==> src/rtl/tokenizer_pkg.sv <==
// Shared token codes, FSM states and character constants for the word tokenizer.
package tokenizer_pkg;

  localparam logic [1:0] TOK_NONE  = 2'd0;
  localparam logic [1:0] TOK_BEGIN = 2'd1;
  localparam logic [1:0] TOK_END   = 2'd2;
  localparam logic [1:0] TOK_OTHER = 2'd3;

  localparam logic [7:0] CHAR_SPACE = 8'h20;

  typedef enum logic [3:0] {
    S_IDLE,
    S_B,
    S_BE,
    S_BEG,
    S_BEGI,
    S_BEGIN,
    S_E,
    S_EN,
    S_END,
    S_OTH
  } state_e;

endpackage

==> src/rtl/tok_fifo.sv <==
// DEPTH x 2-bit synchronous token FIFO; head is shown combinationally, TOK_NONE when empty.
module tok_fifo
  import tokenizer_pkg::*;
#(
  parameter int DEPTH = 4,
  parameter int AW    = 2
) (
  input  logic          clk,
  input  logic          rst_n,
  input  logic          push,
  input  logic [1:0]    wdata,
  input  logic          pop,
  output logic [1:0]    rdata,
  output logic          full,
  output logic          empty,
  output logic [AW:0]   count
);

  logic [1:0]    mem_q [DEPTH];
  logic [AW-1:0] wr_ptr_q;
  logic [AW-1:0] rd_ptr_q;
  logic [AW:0]   count_q;
  logic          do_push;
  logic          do_pop;

  assign full    = (count_q == (AW+1)'(DEPTH));
  assign empty   = (count_q == '0);
  assign do_push = push && !full;
  assign do_pop  = pop && !empty;
  assign count   = count_q;
  assign rdata   = empty ? TOK_NONE : mem_q[rd_ptr_q];

  always_ff @(posedge clk or negedge rst_n) begin
    if (!rst_n) begin
      wr_ptr_q <= '0;
      rd_ptr_q <= '0;
      count_q  <= '0;
      for (int i = 0; i < DEPTH; i++) mem_q[i] <= TOK_NONE;
    end else begin
      if (do_push) begin
        mem_q[wr_ptr_q] <= wdata;
        wr_ptr_q        <= wr_ptr_q + AW'(1);
      end
      if (do_pop) rd_ptr_q <= rd_ptr_q + AW'(1);
      case ({do_push, do_pop})
        2'b10:   count_q <= count_q + (AW+1)'(1);
        2'b01:   count_q <= count_q - (AW+1)'(1);
        default: count_q <= count_q;
      endcase
    end
  end

endmodule

==> src/rtl/word_tokenizer.sv <==
// Splits an ASCII stream on spaces and queues one BEGIN/END/OTHER token per word.
// Build option: CASE_FOLD_EN folds 'A'..'Z' to lowercase before keyword matching.
module word_tokenizer
  import tokenizer_pkg::*;
#(
  parameter int DEPTH = 4,
  parameter int AW    = 2
) (
  input  logic       clk,
  input  logic       reset,
  input  logic [7:0] in,
  input  logic       in_valid,
  output logic       in_ready,
  output logic       tok_valid,
  output logic [1:0] tok,
  input  logic       tok_ready,
  output logic       overflow
);

  state_e      state_q;
  logic        overflow_q;
  logic [7:0]  ch;
  logic        accept;
  logic        is_space;
  logic        push;
  logic [1:0]  push_tok;
  logic        fifo_full;
  logic        fifo_empty;
  logic [AW:0] fifo_count;

`ifdef CASE_FOLD_EN
  assign ch = (in >= 8'h41 && in <= 8'h5A) ? (in | 8'h20) : in;
`else
  assign ch = in;
`endif

  assign in_ready  = (fifo_count != (AW+1)'(DEPTH));
  assign accept    = in_valid && in_ready;
  assign is_space  = (ch == CHAR_SPACE);
  assign push      = accept && is_space && (state_q != S_IDLE);
  assign push_tok  = (state_q == S_BEGIN) ? TOK_BEGIN :
                     (state_q == S_END)   ? TOK_END   : TOK_OTHER;
  assign tok_valid = !fifo_empty;
  assign overflow  = overflow_q;

  // Only a completed keyword followed by a space is special; anything else collapses to S_OTH.
  always_ff @(posedge clk or negedge reset) begin
    if (!reset) begin
      state_q    <= S_IDLE;
      overflow_q <= 1'b0;
    end else begin
      if (push && fifo_full) overflow_q <= 1'b1;
      if (accept) begin
        if (is_space) begin
          state_q <= S_IDLE;
        end else begin
          case (state_q)
            S_IDLE:  state_q <= (ch == "b") ? S_B : (ch == "e") ? S_E : S_OTH;
            S_B:     state_q <= (ch == "e") ? S_BE    : S_OTH;
            S_BE:    state_q <= (ch == "g") ? S_BEG   : S_OTH;
            S_BEG:   state_q <= (ch == "i") ? S_BEGI  : S_OTH;
            S_BEGI:  state_q <= (ch == "n") ? S_BEGIN : S_OTH;
            S_E:     state_q <= (ch == "n") ? S_EN    : S_OTH;
            S_EN:    state_q <= (ch == "d") ? S_END   : S_OTH;
            default: state_q <= S_OTH;
          endcase
        end
      end
    end
  end

  tok_fifo #(
    .DEPTH (DEPTH),
    .AW    (AW)
  ) u_fifo (
    .clk   (clk),
    .rst_n (reset),
    .push  (push),
    .wdata (push_tok),
    .pop   (tok_ready),
    .rdata (tok),
    .full  (fifo_full),
    .empty (fifo_empty),
    .count (fifo_count)
  );

endmodule

==> config.mk <==
export PLATFORM = sky130hd
export DESIGN_NAME = word_tokenizer
export DESIGN_NICKNAME = d
export VERILOG_FILES = /design/src/rtl/tokenizer_pkg.sv /design/src/rtl/tok_fifo.sv /design/src/rtl/word_tokenizer.sv
export SDC_FILE = /design/constraint.sdc
export NUM_CORES = 1
export LEC_CHECK = 0
export CAP_MARGIN = 20
export CORE_MARGIN = 8
export CORE_UTILIZATION = 55
export CTS_CLUSTER_SIZE = 8
export DETAILED_ROUTE_END_ITERATION = 8
export PLACE_DENSITY = 0.77
export SYNTH_ARGS = -nofsm -noshare
export SYNTH_HDL_FRONTEND = slang
export SYNTH_SLANG_ARGS = --single-unit
==> constraint.sdc <==
create_clock -name clk -period 3.05 [get_ports clk]
set_input_delay 0.61 -clock clk [delete_from_list [all_inputs] [get_ports clk]]
set_output_delay 0.61 -clock clk [all_outputs]
set_load 0.1 [all_outputs]
* Yosys cells after proc, flatten, opt, wreduce, memory -nomap -nowiden
Index checks and enable logic that the tools add are counted.
Operators by class: add/subtract/negate cells 4, magnitude comparators 3, eq/ne operators 19, multiplexer cells 20, bitwise gates (word level) 2, reduce and logical (&&, ||, !) cells 13
Operator list (count):
- 8-bit by 7-bit == test with 1-bit output (second input constant) | 6
- 4-bit 2-to-1 mux | 8
- 4-bit one-hot mux with 7 select lines | 1
- 4-bit by 3-bit == test with 1-bit output (second input constant) | 4
- 2-bit 2-to-1 mux | 5
- 8-bit bitwise mux | 1
- 4-bit by 2-bit == test with 1-bit output (second input constant) | 2
- 8-bit by 6-bit == test with 1-bit output (second input constant) | 1
- 1-bit logical AND | 7
- 3-bit >= comparator (second input constant) | 2
- 2-bit NOT with 3-bit output | 2
- 3-bit one-hot mux with 2 select lines | 1
- 2-bit by 1-bit adder with 2-bit output (second input constant) | 2
- 2-bit binary-select mux with 2-bit select | 1
- 2-bit demux with 2-bit select | 1
- 4-bit by 1-bit == test with 1-bit output (second input constant) | 1
- 4-bit == test (second input constant) | 1
- 4-bit logical NOT | 1
- 4-bit nonzero test | 1
- 3-bit by 1-bit adder with 3-bit output (second input constant) | 1
- 3-bit == test (second input constant) | 1
- 3-bit logical NOT | 1
- 3-bit by 1-bit < comparator with 1-bit output (second input constant) | 1
- 3-bit inequality test (second input constant) | 1
- 6 further kinds | 8
Storage, ports and cells: register bits after elaboration 20

* Logic depth before layout (Yosys ltp)
word-level depth 7, mapped depth 10, mapped depth without buffers 9

* Hierarchy
From an unflattened synthesis, not the netlist that was laid out.
Second synthesis, totals: cells, all modules 139, area, all modules 1403.8 µm²
By module, submodules not included:
- tok_fifo | instances 1, cells each 60, area each 783.3 µm²
- word_tokenizer | instances 1, cells each 79, area each 620.6 µm²

* Least setup slack after synthesis
No wires, ideal clock.
kind register to register, from reg u_fifo.count_q[0], in the netlist u_fifo.count[0], to reg u_fifo.count_q[2], in the netlist u_fifo.count[2], library setup time 0.079 ns, data arrival time 2.563 ns, data required time 2.971 ns, setup slack 0.408 ns, stages on the path, launching flop included 10, buffers on the path 0, clock period less this slack 2.642 ns, cell sequence dfrtp_1 or3b_2 nand2_1 or3_1 ha_1 inv_1 fa_1 xor2_1 nor2_1 xor2_1
Between the ends: word-level cells in the longest chain between the ends 7
Ends and longest elaborated chain:
- start: declaration | RTL line tok_fifo.sv:22 | logic [AW:0] count_q;
- start signal: assignment | RTL line tok_fifo.sv:46 | 2'b10: count_q <= count_q + (AW+1)'(1);
- start signal: assignment | RTL line tok_fifo.sv:47 | 2'b01: count_q <= count_q - (AW+1)'(1);
- start signal: assignment | RTL line tok_fifo.sv:48 | default: count_q <= count_q;
- 3-bit inequality test (*) | RTL line word_tokenizer.sv:37 | assign in_ready = (fifo_count != (AW+1)'(DEPTH));
- named net in_ready | RTL line word_tokenizer.sv:13 | output logic in_ready,
- 1-bit logical AND (*) | RTL line word_tokenizer.sv:38 | assign accept = in_valid && in_ready;
- 1-bit logical AND (*) (2 in series) | RTL line word_tokenizer.sv:40 | assign push = accept && is_space && (state_q != S_IDLE);
- 1-bit logical AND (*) | RTL line tok_fifo.sv:28 | assign do_push = push && !full;
- 2-bit by 1-bit == test with 1-bit output or 2-bit == test (tied branches) | RTL line tok_fifo.sv:45 | case ({do_push, do_pop})
- 3-bit one-hot mux with 2 select lines or 2-bit nonzero test (tied branches)
The timed path passes the listed nets; every way through them passes the cells marked *. A chain may end at the register's enable or synchronous reset.

* Worst setup path after layout
from in in[1], to reg u_fifo.count_q[1], in the netlist u_fifo.count[1]
Between the ends: word-level cells in the longest chain between the ends 6
Ends and longest elaborated chain:
- start: declaration | RTL line word_tokenizer.sv:11 | input logic [7:0] in,
- 8-bit by 6-bit == test with 1-bit output (*) | RTL line word_tokenizer.sv:39 | assign is_space = (ch == CHAR_SPACE);
- 1-bit logical AND (*) (2 in series) | RTL line word_tokenizer.sv:40
- 1-bit logical AND (*) | RTL line tok_fifo.sv:28
- 2-bit by 1-bit == test with 1-bit output or 2-bit == test (tied branches) | RTL line tok_fifo.sv:45
- 3-bit one-hot mux with 2 select lines or 2-bit nonzero test (tied branches)
Every way passes the cells marked *; elsewhere a longest branch is shown, timed or not.

==> summary.md <==
| Metric | Value |
|---|---|
| Diodes inserted | 0 |
| Sequential area share after synthesis | 36.3% |
| Startpoint class of the critical path | input port |
| Final setup violation count | 0 |
| Min-delay worst type | reg2reg |
| Placed Cells | 169 |
| Mapped cell area | 1380 µm² |
| Top_reg_cell synth | dfrtp_1 |
| PwrDens | approximately 630 nW/µm² |
| Max Fanout on Critical Path | 2 |
| Post-CTS Setup Bufs | 0 |
| Place WS | 0.221 ns |
| Syn nets | 145 |
| Layout area overhead | 13.8% |
| DR pass1 iterations | 4 |
| Synth area leader | dfrtp_1 |
| WHS | 0.396 ns |
| Setup TNS | 0 ns |
| Lkg Pwr | 0.656 nW |
| Worst Clk Skew | 0.00451 ns |
| Synth warnings | 0 |
| Worst slew pin tran | 0.894 ns |
| Proportion of layout cells with a drive suffix above 1 | 18.2% |
| Ranking of synthesized cells by area | dfrtp_1 (36%), mux2_1 (6.5%), ha_1 (4.5%) |
| DR vias/cell | 5.99 |
| Clk slew on worst S/H paths | 0.12 ns |
| Uppermost layer routed | met4 |
| WP data required | 3.26 ns |
| Later-pin clock latency in the skew report | between 0.2 and 0.3 ns |
| Width of the die | between 60 and 70 µm |
| Total CTS buffers | 3 |
| # IOs | 17 |
| Final WL | ~2800 µm |
| First-pass GRT wire length | ~4900 µm |
| Fmax | just under 0.4 GHz |
| Final Util | 64.5% |
| Initial Utilization | 56.6% |
| Ys async rst share | 100% |
| CP max stage cell | clkdlybuf4s50_1 |
| Syn Inst Count | 127 |
| Outcome | finished, final reports clean |
| Detail Route met2 WL | around 1400 µm |
| Htree depth | 1 |
| Post-route antenna net violation count | 0 |
| Die H | about 66 µm |
| Max-slew violations | 0 |
| Post-layout nets | around 160 |
| # hold bufs at CTS | 0 |
| Synth Register Bits | 20 |
| GRT Residual Overflow | 0 |
| Tot GR Track Use | 13.8% |
| Finished Layout Cells | 173 |
| Via Count | 1,036 |
| Avg Cell Area, Syn | 10.8 µm² |
| Resized Gates After CTS | 0 |
| Maximum clock insertion buffer count | 2 |
| Initial antenna violation count | 0 |
| Root Buffer | clkbuf_4 |
| Setup crit end kind | register |
| WP data arrival | 2.74 ns |
| PortBufs | 16 |
| VDD IR-drop max | 0.000531 V |
| Pin count of the biggest net entering global routing | 21 |
| Post-DP HPWL | ~2200 µm |
| TritonCTS clock tree | built |
| Post-synth EDFFs | 0 |
| Worst Setup Path Type | in2reg |
| RSZ-0062 raised after global routing | no |
| Drt wl/cell | 16.2 µm |
| Post-synth top area share | 36.3% |
| Core area | 2430 µm² |
| # clock sinks | 20 |
| Final worst slack | approximately 0.52 ns |
| # fillers | slightly below 200 |
| M1 wire length | about 1200 µm |
| Die area | 4360 µm² |
| Site Rows | 18 |
| Starting DRT DRC Count | 35 |
| Critical path cell sequence | clkdlybuf4s50_1 > nor4_4 > nand3_1 > or3_1 > ha_1 > inv_1 > fa_1 > o21ai_0 |
| Met3 routed WL | around 130 µm |
| Max Cap Viol | 0 |
| Yosys cell types | 47 |
| Slew margin rel. | 40.2% |
| DRC Markers | 0 |
| RD Place Congestion | 0.916 |
| Min Tclk post-route | 2.53 ns |
| Hold Fails Final Rpt | 0 |
| Crit share post-route | between 80% and 90% |
| Crit path largest cell delay | 0.45 ns |
| Vias in the first global route | 1,114 |
final timing paths:
kind | from | end | cells after the start | slack, ns
min reg2reg | overflow$_DFFE_PN0P_ | overflow$_DFFE_PN0P_ | 0 | 0.40
min in group asynchronous | reset | u_fifo.mem_q[6]$_DFFE_PN0P_ | 1 | 0.81
max reg2reg | u_fifo.count[0]$_DFFE_PN0P_ | u_fifo.count[2]$_DFFE_PN0P_ | 9 | 0.53
min | overflow$_DFFE_PN0P_ | overflow$_DFFE_PN0P_ | 0 | 0.40
max | in[1] | u_fifo.count[1]$_DFFE_PN0P_ | 8 | 0.52
max in group asynchronous | reset | u_fifo.mem_q[4]$_DFFE_PN0P_ | 1 | 1.70
placed cells by master, fill, tap and decap left out, types with 3 or more instances in the layout:
cell type and count:
xnor2_1 3, mux2_1 8, ha_1 5, nand2_1 7
dfrtp_1 20, xor2_1 3, nand3_2 4, clkdlybuf4s50_1 11
clkbuf_4 3, nand4b_1 4, nor2_1 4, and2_1 5
o21ai_0 3, nand3_1 6, buf_4 10, inv_1 5
where the power goes:
part	switching, W	leakage, nW	internal [W]
registers	0.0000838	0.253	0.000321
clock network	0.0000805	0.0210	0.0000726
logic	0.000263	0.382	0.000170
cells by family (layout without fill, tap and decap cells):
kind of cell	after synthesis	in the layout	share of synthesized area, %
and+or+nand+nor	56	56	29.2
xor gates and xnor gates	6	6	3.82
adders and majority gates	6	6	5.99
buffers and inverters	14	30	6.36
muxes	11	11	10.5
DFF	20	20	36.3
AOI/OAI and AO/OA	14	14	7.72
critical path, delay by kind of cell:
kind / cells / cell delay [ns]
AOI/OAI and AO/OA: 1 / 0.19
adders and majority gates: 2 / 0.60
buffers and inverters: 2 / 0.53
and+or+nand+nor: 3 / 0.80
stage by stage:
stage          cell area, µm²  total power (W)
2_1_floorplan            1380         0.000739
3_3_place_gp             1530         0.000833
3_5_place_dp             1530         0.000845
4_1_cts                  1570         0.000993
5_1_grt                  1570          0.00105
6_report                 1570         0.000991
metal layers:
metal,vias to the layer above,global-route usage [%]
li1,501,-
met1,498,15.8
met2,35,25.1
met3,2,2.37
met4,0,4.53
met5,-,0
state kept, by name, indices dropped and copies added (netlist names):
name	flops
overflow	1
u_fifo.wr_ptr_q	2
u_fifo.rd_ptr_q	2
state_q	4
u_fifo.mem_q	8
u_fifo.count	3
synth_stat cells, types with 2 or more instances:
| master | n |
|---|---|
| nand4_1 | 2 |
| nand4b_1 | 4 |
| nand2b_1 | 2 |
| o31ai_1 | 2 |
| o21ai_0 | 3 |
| buf_6 | 3 |
| nand3_2 | 4 |
| nor3_1 | 2 |
| dfrtp_1 | 20 |
| nand4bb_1 | 2 |
| nand2_1 | 7 |
| xor2_1 | 3 |
| nor4bb_1 | 2 |
| nand3_1 | 6 |
| clkbuf_1 | 2 |
| or3b_2 | 2 |
| buf_4 | 3 |
| nand3b_1 | 2 |
| mux2_1 | 8 |
| mux4_2 | 2 |
| and2_1 | 5 |
| o211ai_1 | 2 |
| nor2_1 | 4 |
| inv_1 | 5 |
| ha_1 | 5 |
| xnor2_1 | 3 |
| or3_1 | 2 |
layout make-up:
| cell class | instances | area (µm²) | share of cell area, % |
|---|---|---|---|
| Timing Repair Buffer | 21 | 185 | 11.8 |
| Inverter | 5 | 18.8 | 1.20 |
| Multi-Input combinational cell | 93 | 790 | 50.4 |
| Tap cell | 30 | 37.5 | 2.39 |
| Clock buffer | 4 | 36.3 | 2.31 |
| Sequential cell | 20 | 500 | 31.9 |
Note: power is estimated with default switching activity, not from simulation.
